===== src/rtl/s_axi_lite_regmem_pkg.sv =====
// Shared constants, response codes and channel FSM state types for the
// AXI4-Lite register-memory slave.
package s_axi_lite_regmem_pkg;

    localparam int unsigned DWIDTH = 32;

    localparam logic [1:0] RESP_OKAY   = 2'b00;
    localparam logic [1:0] RESP_SLVERR = 2'b10;

    typedef enum logic [1:0] {
        W_IDLE = 2'd0,
        W_RESP = 2'd1
    } wr_state_e;

    typedef enum logic [1:0] {
        R_IDLE = 2'd0,
        R_RESP = 2'd1
    } rd_state_e;

    // Ceiling log2; returns 0 for values <= 1.
    function automatic int unsigned clogb2(input int unsigned value);
        int unsigned r;
        r = 0;
        for (int unsigned i = 0; i < 32; i++) begin
            if ((32'd1 << i) < value) r = i + 1;
        end
        return r;
    endfunction

endpackage


===== src/rtl/s_axi_lite_regmem_if.sv =====
// AXI4-Lite channel bundle (AW, W, B, AR, R) with master and slave views.
interface s_axi_lite_regmem_if #(
    parameter int unsigned DWIDTH = 32
);

    logic                  awvalid;
    logic                  awready;
    logic [DWIDTH-1:0]     awaddr;
    logic [2:0]            awprot;
    logic                  wvalid;
    logic                  wready;
    logic [DWIDTH-1:0]     wdata;
    logic [DWIDTH/8-1:0]   wstrb;
    logic                  bvalid;
    logic                  bready;
    logic [1:0]            bresp;
    logic                  arvalid;
    logic                  arready;
    logic [DWIDTH-1:0]     araddr;
    logic [2:0]            arprot;
    logic                  rvalid;
    logic                  rready;
    logic [DWIDTH-1:0]     rdata;
    logic [1:0]            rresp;

    modport master (
        output awvalid, awaddr, awprot, wvalid, wdata, wstrb, bready,
               arvalid, araddr, arprot, rready,
        input  awready, wready, bvalid, bresp, arready, rvalid, rdata, rresp
    );

    modport slave (
        input  awvalid, awaddr, awprot, wvalid, wdata, wstrb, bready,
               arvalid, araddr, arprot, rready,
        output awready, wready, bvalid, bresp, arready, rvalid, rdata, rresp
    );

endinterface


===== src/rtl/s_axi_lite_regfile.sv =====
// DEPTH x DWIDTH flop array: one byte-strobed write port, one registered
// read port, asynchronous clear.
module s_axi_lite_regfile #(
    parameter int unsigned DWIDTH  = 32,
    parameter int unsigned DEPTH   = 16,
    parameter int unsigned IDX_BIT = 4
) (
    input  logic                clk,
    input  logic                xrst,
    input  logic                we,
    input  logic [IDX_BIT-1:0]  widx,
    input  logic [DWIDTH-1:0]   wdata,
    input  logic [DWIDTH/8-1:0] wstrb,
    input  logic                rd_en,
    input  logic                rd_zero,
    input  logic [IDX_BIT-1:0]  ridx,
    output logic [DWIDTH-1:0]   rdata
);

    logic [DWIDTH-1:0] mem [DEPTH];

    always_ff @(posedge clk or negedge xrst) begin
        if (!xrst) begin
            for (int unsigned i = 0; i < DEPTH; i++) mem[i] <= '0;
        end else if (we) begin
            for (int unsigned k = 0; k < DWIDTH/8; k++) begin
                if (wstrb[k]) mem[widx][8*k +: 8] <= wdata[8*k +: 8];
            end
        end
    end

    // Out-of-range reads load zero so the data bus never leaks a stale word.
    always_ff @(posedge clk or negedge xrst) begin
        if (!xrst) begin
            rdata <= '0;
        end else if (rd_en) begin
            rdata <= rd_zero ? '0 : mem[ridx];
        end
    end

endmodule


===== src/rtl/s_axi_lite_regmem.sv =====
// AXI4-Lite slave over a small word-addressed register memory: independent
// write and read channel FSMs, AW/W holding registers and address decode.
module s_axi_lite_regmem #(
    parameter int unsigned       DWIDTH   = s_axi_lite_regmem_pkg::DWIDTH,
    parameter int unsigned       DEPTH    = 16,
    parameter logic [DWIDTH-1:0] BASEADDR = '0
) (
    input  logic                   clk,
    input  logic                   xrst,
    s_axi_lite_regmem_if.slave     bus,
    output logic [DWIDTH-1:0]      probe
);

    import s_axi_lite_regmem_pkg::*;

    localparam int unsigned       STRB_W   = DWIDTH / 8;
    localparam int unsigned       ADDR_LSB = clogb2(STRB_W);
    localparam int unsigned       IDX_BIT  = (clogb2(DEPTH) == 0) ? 1 : clogb2(DEPTH);
    localparam logic [DWIDTH-1:0] SPAN     = DWIDTH'(DEPTH * STRB_W);

    wr_state_e           wr_state, wr_state_n;
    logic                aw_held, aw_held_n;
    logic                w_held, w_held_n;
    logic [DWIDTH-1:0]   aw_addr, aw_addr_n;
    logic [DWIDTH-1:0]   w_data, w_data_n;
    logic [STRB_W-1:0]   w_strb, w_strb_n;
    logic                awready, awready_n;
    logic                wready, wready_n;
    logic                bvalid, bvalid_n;
    logic [1:0]          bresp, bresp_n;

    rd_state_e           rd_state, rd_state_n;
    logic                arready, arready_n;
    logic                rvalid, rvalid_n;
    logic [1:0]          rresp, rresp_n;
    logic [DWIDTH-1:0]   rf_rdata;

    logic [DWIDTH-1:0]   aw_off, ar_off;
    logic                aw_in_range, ar_in_range;
    logic                commit, ar_hs;
    logic                unused_bits;

    // Offsets wrap modulo 2^DWIDTH, so addresses below BASEADDR fall out of range.
    assign aw_off      = aw_addr - BASEADDR;
    assign ar_off      = bus.araddr - BASEADDR;
    assign aw_in_range = aw_off < SPAN;
    assign ar_in_range = ar_off < SPAN;
    assign commit      = (wr_state == W_IDLE) && aw_held && w_held;
    assign ar_hs       = (rd_state == R_IDLE) && bus.arvalid && arready;

    always_comb begin
        wr_state_n = wr_state;
        aw_held_n  = aw_held;
        w_held_n   = w_held;
        aw_addr_n  = aw_addr;
        w_data_n   = w_data;
        w_strb_n   = w_strb;
        bvalid_n   = bvalid;
        bresp_n    = bresp;
        case (wr_state)
            W_IDLE: begin
                if (commit) begin
                    bvalid_n   = 1'b1;
                    bresp_n    = aw_in_range ? RESP_OKAY : RESP_SLVERR;
                    aw_held_n  = 1'b0;
                    w_held_n   = 1'b0;
                    wr_state_n = W_RESP;
                end else begin
                    if (bus.awvalid && awready) begin
                        aw_held_n = 1'b1;
                        aw_addr_n = bus.awaddr;
                    end
                    if (bus.wvalid && wready) begin
                        w_held_n = 1'b1;
                        w_data_n = bus.wdata;
                        w_strb_n = bus.wstrb;
                    end
                end
            end
            W_RESP: begin
                if (bvalid && bus.bready) begin
                    bvalid_n   = 1'b0;
                    wr_state_n = W_IDLE;
                end
            end
            default: wr_state_n = W_IDLE;
        endcase
        // Readies are registered: look ahead to next-cycle state and held flags.
        awready_n = (wr_state_n == W_IDLE) && !aw_held_n;
        wready_n  = (wr_state_n == W_IDLE) && !w_held_n;
    end

    always_ff @(posedge clk or negedge xrst) begin
        if (!xrst) begin
            wr_state <= W_IDLE;
            aw_held  <= 1'b0;
            w_held   <= 1'b0;
            aw_addr  <= '0;
            w_data   <= '0;
            w_strb   <= '0;
            awready  <= 1'b0;
            wready   <= 1'b0;
            bvalid   <= 1'b0;
            bresp    <= RESP_OKAY;
        end else begin
            wr_state <= wr_state_n;
            aw_held  <= aw_held_n;
            w_held   <= w_held_n;
            aw_addr  <= aw_addr_n;
            w_data   <= w_data_n;
            w_strb   <= w_strb_n;
            awready  <= awready_n;
            wready   <= wready_n;
            bvalid   <= bvalid_n;
            bresp    <= bresp_n;
        end
    end

    always_comb begin
        rd_state_n = rd_state;
        rvalid_n   = rvalid;
        rresp_n    = rresp;
        case (rd_state)
            R_IDLE: begin
                if (ar_hs) begin
                    rvalid_n   = 1'b1;
                    rresp_n    = ar_in_range ? RESP_OKAY : RESP_SLVERR;
                    rd_state_n = R_RESP;
                end
            end
            R_RESP: begin
                if (rvalid && bus.rready) begin
                    rvalid_n   = 1'b0;
                    rd_state_n = R_IDLE;
                end
            end
            default: rd_state_n = R_IDLE;
        endcase
        arready_n = (rd_state_n == R_IDLE);
    end

    always_ff @(posedge clk or negedge xrst) begin
        if (!xrst) begin
            rd_state <= R_IDLE;
            arready  <= 1'b0;
            rvalid   <= 1'b0;
            rresp    <= RESP_OKAY;
        end else begin
            rd_state <= rd_state_n;
            arready  <= arready_n;
            rvalid   <= rvalid_n;
            rresp    <= rresp_n;
        end
    end

    s_axi_lite_regfile #(
        .DWIDTH  (DWIDTH),
        .DEPTH   (DEPTH),
        .IDX_BIT (IDX_BIT)
    ) u_regfile (
        .clk     (clk),
        .xrst    (xrst),
        .we      (commit && aw_in_range),
        .widx    (aw_off[ADDR_LSB +: IDX_BIT]),
        .wdata   (w_data),
        .wstrb   (w_strb),
        .rd_en   (ar_hs),
        .rd_zero (!ar_in_range),
        .ridx    (ar_off[ADDR_LSB +: IDX_BIT]),
        .rdata   (rf_rdata)
    );

    assign bus.awready = awready;
    assign bus.wready  = wready;
    assign bus.bvalid  = bvalid;
    assign bus.bresp   = bresp;
    assign bus.arready = arready;
    assign bus.rvalid  = rvalid;
    assign bus.rdata   = rf_rdata;
    assign bus.rresp   = rresp;

    assign probe = {{(DWIDTH-4){1'b0}}, rd_state, wr_state};

    // Protection bits and sub-word offset bits carry no meaning here.
    assign unused_bits = ^{bus.awprot, bus.arprot, aw_off, ar_off};

endmodule


===== src/flat_wrapper.sv =====
// flat-port wrapper written by rule: the top's interface ports become plain ports
module s_axi_lite_regmem_flat import s_axi_lite_regmem_pkg::*;
#(
    parameter int unsigned       DWIDTH   = s_axi_lite_regmem_pkg::DWIDTH,
    parameter int unsigned       DEPTH    = 16,
    parameter logic [DWIDTH-1:0] BASEADDR = '0
)
  (clk, xrst, probe, bus_awvalid, bus_awaddr, bus_awprot, bus_wvalid, bus_wdata, bus_wstrb, bus_bready, bus_arvalid, bus_araddr, bus_arprot, bus_rready, bus_awready, bus_wready, bus_bvalid, bus_bresp, bus_arready, bus_rvalid, bus_rdata, bus_rresp);
  s_axi_lite_regmem_if #(.DWIDTH(DWIDTH)) bus_i ();
  input  logic clk;
  input  logic xrst;
  output logic [DWIDTH-1:0] probe;
  input wire logic [$bits(bus_i.awvalid)-1:0] bus_awvalid;
  input wire logic [$bits(bus_i.awaddr)-1:0] bus_awaddr;
  input wire logic [$bits(bus_i.awprot)-1:0] bus_awprot;
  input wire logic [$bits(bus_i.wvalid)-1:0] bus_wvalid;
  input wire logic [$bits(bus_i.wdata)-1:0] bus_wdata;
  input wire logic [$bits(bus_i.wstrb)-1:0] bus_wstrb;
  input wire logic [$bits(bus_i.bready)-1:0] bus_bready;
  input wire logic [$bits(bus_i.arvalid)-1:0] bus_arvalid;
  input wire logic [$bits(bus_i.araddr)-1:0] bus_araddr;
  input wire logic [$bits(bus_i.arprot)-1:0] bus_arprot;
  input wire logic [$bits(bus_i.rready)-1:0] bus_rready;
  output wire logic [$bits(bus_i.awready)-1:0] bus_awready;
  output wire logic [$bits(bus_i.wready)-1:0] bus_wready;
  output wire logic [$bits(bus_i.bvalid)-1:0] bus_bvalid;
  output wire logic [$bits(bus_i.bresp)-1:0] bus_bresp;
  output wire logic [$bits(bus_i.arready)-1:0] bus_arready;
  output wire logic [$bits(bus_i.rvalid)-1:0] bus_rvalid;
  output wire logic [$bits(bus_i.rdata)-1:0] bus_rdata;
  output wire logic [$bits(bus_i.rresp)-1:0] bus_rresp;
  assign bus_i.awvalid = bus_awvalid;
  assign bus_i.awaddr = bus_awaddr;
  assign bus_i.awprot = bus_awprot;
  assign bus_i.wvalid = bus_wvalid;
  assign bus_i.wdata = bus_wdata;
  assign bus_i.wstrb = bus_wstrb;
  assign bus_i.bready = bus_bready;
  assign bus_i.arvalid = bus_arvalid;
  assign bus_i.araddr = bus_araddr;
  assign bus_i.arprot = bus_arprot;
  assign bus_i.rready = bus_rready;
  assign bus_awready = bus_i.awready;
  assign bus_wready = bus_i.wready;
  assign bus_bvalid = bus_i.bvalid;
  assign bus_bresp = bus_i.bresp;
  assign bus_arready = bus_i.arready;
  assign bus_rvalid = bus_i.rvalid;
  assign bus_rdata = bus_i.rdata;
  assign bus_rresp = bus_i.rresp;
  s_axi_lite_regmem #(.DWIDTH(DWIDTH), .DEPTH(DEPTH), .BASEADDR(BASEADDR)) u_core (.clk(clk), .xrst(xrst), .bus(bus_i), .probe(probe));
endmodule

===== config.mk =====
export PLATFORM = sky130hd
export DESIGN_NAME = s_axi_lite_regmem_flat
export DESIGN_NICKNAME = d
export VERILOG_FILES = /design/src/rtl/s_axi_lite_regmem_pkg.sv /design/src/rtl/s_axi_lite_regmem_if.sv /design/src/rtl/s_axi_lite_regfile.sv /design/src/rtl/s_axi_lite_regmem.sv /design/src/flat_wrapper.sv
export SDC_FILE = /design/constraint.sdc
export NUM_CORES = 1
export LEC_CHECK = 0
export ABC_AREA = 0
export CAP_MARGIN = 20
export CORE_UTILIZATION = 54
export DETAILED_ROUTE_END_ITERATION = 6
export HOLD_SLACK_MARGIN = 0.03
export PLACE_DENSITY = 0.8
export SLEW_MARGIN = 20
export SYNTH_ARGS = -nofsm -noshare
export SYNTH_HDL_FRONTEND = slang
export SYNTH_SLANG_ARGS = --single-unit

===== constraint.sdc =====
create_clock -name clk -period 2.2 [get_ports clk]
set_clock_uncertainty 0.05 [all_clocks]
set_input_delay 0.44 -clock clk [delete_from_list [all_inputs] [get_ports clk]]
set_output_delay 0.44 -clock clk [all_outputs]
set_load 0.05 [all_outputs]

* Word level (Yosys, flattened, before mapping) *
Index checks and enable logic that the tools add are counted.

cells by class
  reductions and logical operators = 26
  shifts and indexed selects = 0
  $lt $le $gt $ge = 5
  div/mod/pow operators = 0
  bitwise operators = 3
  $add $sub $neg = 0
  equality and inequality tests = 6
  multipliers = 0
  multiplexer cells = 43

operators with widths
  cell                 number
  $mux 512             7
  $bwmux 512           4
  $demux 32 s4         4
  $bmux 32 s4          1
  $mux 32              4
  $lt 32x7->1 const B  2
  $mux 24              1
  $mux 16              1
  $logic_and 1x1->1    12
  $mux 2               6
  $reduce_and 3->1     4
  $ge 5x5->1 const B   2
  $mux 1               10
  $not 4->5            2
  $logic_not 2->1      4
  $mux 8               1
  $ne 2x1->1 const B   4
  $pmux 2 s2           2
  $lt 5x1->1 const B   1
  $eq 2x1->1 const B   2
  $pmux 1 s2           2
  $reduce_and 2->1     2
  $reduce_bool 2->1    2
  $logic_not 1->1      2
  $not 1->1            1

storage, ports and cells
  memories kept = 0
  bits in read-only memories = 0
  memory bits (writable) = 0
  input port bits = 113
  word-level logic and storage cells = 114
  output and inout bits = 73
  latch bits = 0
  register bits = 627

* Depth between registers and ports, before layout *
  word-level depth = 16
  depth in mapped cells = 7
  depth with buffers taken out = 4

* Modules after synthesis *
From an unflattened synthesis, not the netlist that was laid out.

second synthesis, totals
  cell total of the unflattened synthesis = 2039
  area, all modules = 28076.9 µm²

modules (own cells, without submodules)
  module              sequential area each (µm²)  area an instance (µm²)  cells each  times used
  s_axi_lite_regfile  13613.1                     24537.3                 1809        1
  s_axi_lite_regmem   1976.9                      3539.6                  230         1

* Worst setup path before layout *
Ideal clock, no wire load.

  path type = register -> register
  start = register u_core.wr_state[0]
  end = register u_core.u_regfile.mem[128] (netlist bit)
  data required time = 2.025 ns
  setup time = 0.125 ns
  period minus slack after synthesis = 2.521 ns
  buffers on the path = 2
  cell stages (with the launch flop) = 7
  arrival time = 2.346 ns
  path slack = -0.321 ns
  cell sequence = dfrtp_1 and4bb_2 nand4_1 buf_4 buf_6 nor4_4 mux2_2

between the ends
  cells in the longest elaborated chain, start to end = 4

RTL lines
  element                          line                      text
  start: declaration               s_axi_lite_regmem.sv:21   wr_state_e wr_state, wr_state_n;
  start signal: assignment         s_axi_lite_regmem.sv:106  wr_state <= wr_state_n;
  $logic_not 2->1                  s_axi_lite_regmem.sv:48   assign commit = (wr_state == W_IDLE) && aw_held && w_held;
  $logic_and 1x1->1 (2 in series)  s_axi_lite_regmem.sv:48
  $logic_and 1x1->1                s_axi_lite_regmem.sv:163  .we (commit && aw_in_range),
  end signal: indexed assignment   s_axi_lite_regfile.sv:27  if (wstrb[k]) mem[widx][8*k +: 8] <= wdata[8*k +: 8];
  end: declaration                 s_axi_lite_regfile.sv:20  logic [DWIDTH-1:0] mem [DEPTH];

Every way passes these cells.
A chain may end at the register's enable or synchronous reset.

* Worst setup path after layout *
  start = register u_core.aw_addr[17]
  end = register u_core.u_regfile.mem[456] (netlist bit)

between the ends
  cells in the longest elaborated chain, start to end = 2

RTL lines
  element                   line                      text
  start: declaration        s_axi_lite_regmem.sv:24   logic [DWIDTH-1:0] aw_addr, aw_addr_n;
  start signal: assignment  s_axi_lite_regmem.sv:109  aw_addr <= aw_addr_n;
  $lt 32x7->1               s_axi_lite_regmem.sv:46   assign aw_in_range = aw_off < SPAN;
  $logic_and 1x1->1         s_axi_lite_regmem.sv:163

Every way passes these cells.

==> flow_summary.json <==
{
  "final_common_cell": "dfrtp_1",
  "mostFrequentLayoutCells": "dfrtp_1 (621), mux2_4 (387), mux2_2 (191), mux4_2 (128), buf_12 (104)",
  "layout-drive-gt1-share_pct": 52.2,
  "die_x_um": 231,
  "cts_max_level": 2,
  "ant_nets": 0,
  "leakage_nw": 17.4,
  "critical_path_class": "reg -> reg",
  "synthMuxAreaShare_pct": 33.2,
  "crit_required_ns": 2.65,
  "clock.fmax_ghz": 0.406,
  "routed_wl_um": 73100,
  "via_per_inst": 6.19,
  "p_sw_share_pct": 29.4,
  "post-route-util_pct": 71.2,
  "pwr-share-comb_pct": 12.7,
  "failed_checks": "negative setup slack",
  "p_clk_share_pct": 39.0,
  "grt_overflow": 0,
  "routedWlPerCell_um": 26.4,
  "switchingPower_mw": 8.55,
  "cts_buffers": 61,
  "area_growth_pct": 29.8,
  "synthAdderAreaFrac_pct": 0,
  "clkSinkCount": 623,
  "ys_ff_latch": 623,
  "portBuffers": 145,
  "worstPathMaxFanout": 8,
  "synthTopCellsByArea": "dfrtp_1 (55%), mux2_2 (23%), mux4_2 (10%), nor4_4 (4.8%), a22oi_1 (1.6%)",
  "syn_inst": 1735,
  "pwr-share-seq_pct": 48.3,
  "die_h_um": 231,
  "grt_max_degree": 97,
  "min_period_ns": 2.46,
  "first_iter_violations": 1404,
  "power_mw": 29.1,
  "finalSetupViolCount": 505,
  "ys_warn_count": 0,
  "nFillCells": 3007,
  "nNetsFinal": 2152,
  "synth_simple_gate_area_share_pct": 6.44,
  "synth-compound-area-share_pct": 2.76,
  "holdCritPathClass": "in -> async",
  "groute.usage.overall_pct": 27.5,
  "internal_power_mw": 20.6,
  "arrival_ns": 2.91,
  "worstSetupStartpointType": "register",
  "clkSlewWorstSetupHoldPaths_ns": 0.06,
  "fp.dieArea_mm2": 0.0534,
  "ioPinCount": 186,
  "ys_seq_area_share_pct": 55.0,
  "vias": 17100,
  "antenna_cells": 0,
  "stdcell_area_mm2": 0.0368,
  "synth_area_mm2": 0.0283,
  "setup_tns_ns": -71.59,
  "dpl_cell_area_mm2": 0.0334,
  "timing.final.crit_share_pct": 112,
  "cts_buffer_depth": 3,
  "synth_top_area_share_pct": 55.0,
  "final_hold_viol_count": 0,
  "slew_headroom_pct": 54.7,
  "start_util_pct": 54.9,
  "routabilityCongestion": 0.780,
  "synth_top_family_by_area": "multiplexers",
  "core_region_area_mm2": 0.0516,
  "firstDrtPassIters": 5,
  "synthXorXnorAreaFrac_pct": 0,
  "ys_types": 29,
  "yosysTopAreaCell": "dfrtp_1",
  "synth_area_per_cell_um2": 16.3,
  "grt_first_pass_wirelength_um": 113000,
  "cts-root-buf": "clkbuf_16",
  "rsz0062_at_grt": "yes",
  "worst_slew_pin_slew_ns": 0.680,
  "drv_cap": 0,
  "drc": 0,
  "hold_slack_ns": 0.231,
  "finalMaxSlewViolations": 0,
  "ir_worst_vdd_v": 0.000739,
  "clk_latency_ns": 0.64,
  "powerDensity_mw_per_mm2": 792,
  "grt_pass1_vias": 18800,
  "antenna_found_initial": 1,
  "crit_path_end_kind": "register",
  "rows": 83,
  "status": "finished, violations left",
  "cts_tree": "built",
  "hpwl_um": 44200,
  "worst_slack_ns": -0.262
}
-- cell families after synthesis --
| kind of cell | after synthesis |
|---|---|
| mux | 709 |
| flops | 623 |
| buf+inv | 140 |
| other cells | 1 |
| compound gates | 100 |
| simple gates | 162 |
-- repair_timing --
action                                  4_1_cts  5_1_grt
gates cloned                                  8        1
pin swaps                                     9       23
hold buffers                                  1        0
resized for setup                           120      157
endpoints found under the setup margin      555      513
hold endpoints to repair                    119        0
setup buffers                                 2       13
-- worst max-delay path: stages, from the launching register on --
cell	delay [ns]
dfrtp_1	0.38
nor4_1	0.33
nand4_1	0.20
buf_12	0.20
buf_12	0.14
buf_16	0.14
nor4_4	0.35
buf_12	0.19
mux2_2	0.34
-- state kept, by name (all words and copies together), names as in the netlist --
name                    count
u_core.rd_state             2
u_core.bus.wready           1
u_core.aw_held              1
u_core.aw_addr             30
u_core.u_regfile.mem      512
u_core.bus.awready          1
u_core.bus.rresp            1
u_core.u_regfile.rdata     32
u_core.w_data              32
u_core.bus.bresp            1
u_core.w_strb               4
u_core.wr_state             2
u_core.bus.rvalid           1
u_core.w_held               1
u_core.bus.arready          1
u_core.bus.bvalid           1
-- metrics by stage --
step | cells | setup slack, ns
6_report | 2766 | -0.262
5_1_grt | 2766 | -0.321
4_1_cts | 2755 | -0.171
3_5_place_dp | 2634 | -0.274
3_3_place_gp | 2634 | -0.247
2_1_floorplan | 1766 | -0.182
-- worst paths after layout --
check	cells past startpoint	from	slack (ns)	to
max	8	u_core.aw_addr[17]	-0.26	u_core.u_regfile.mem[456]
min	2	xrst	0.23	u_core.u_regfile.mem[355]
max reg2reg	8	u_core.aw_addr[17]	-0.26	u_core.u_regfile.mem[456]
min reg2reg	1	u_core.u_regfile.rdata[17]	0.45	u_core.u_regfile.rdata[17]
max in group asynchronous	3	xrst	1.00	u_core.u_regfile.mem[239]
min in group clk	2	bus_bready	0.35	u_core.bus.bvalid
-- routing by layer --
metal / global-route usage, % / up-vias / routed length, um
met4: 8.15 / 2 / 1830
met3: 5.22 / 133 / 3770
met5: 0 / - / 13
li1: - / 7133 / -
met2: 45.0 / 506 / 36600
met1: 37.7 / 9341 / 30900
-- synthesized netlist by cell type, drive strengths merged --
cell type and n:
or2 1, mux4 128, or4 1, buf 65
inv 3, conb 1, nand4 5, a31oi 2
mux2 578, nand3 6, nor4 76, dfrtp 623
nor2b 6, nand2b 2, and2 4, a22oi 62
clkbuf 72, nor2 9, mux2i 3, nand2 51
a21oi 3, a22o 32, o22a 1, and4bb 1
-- power groups by stage --
stage / combinational, mW / clock [mW] / sequential (mW)
floorplan: 2.79 / 0 / 13.1
global placement: 3.51 / 0 / 13.9
detailed placement: 3.61 / 0 / 14.0
CTS: 3.63 / 11.5 / 13.9
global route: 3.92 / 11.9 / 14.2
finish: 3.69 / 11.4 / 14.1
-- layout make-up --
cell class / instances / area [um2] / area share (%)
clock inverters: 19 / 374 / 1.02
flip-flops and latches: 623 / 15600 / 42.4
multi-input cells: 1003 / 13700 / 37.1
inverters: 3 / 11.3 / 0.0306
repair buffers: 347 / 4480 / 12.2
clock buffers: 91 / 1810 / 4.93
well taps: 680 / 851 / 2.31
No activity file was read; power rests on OpenSTA's default activity.
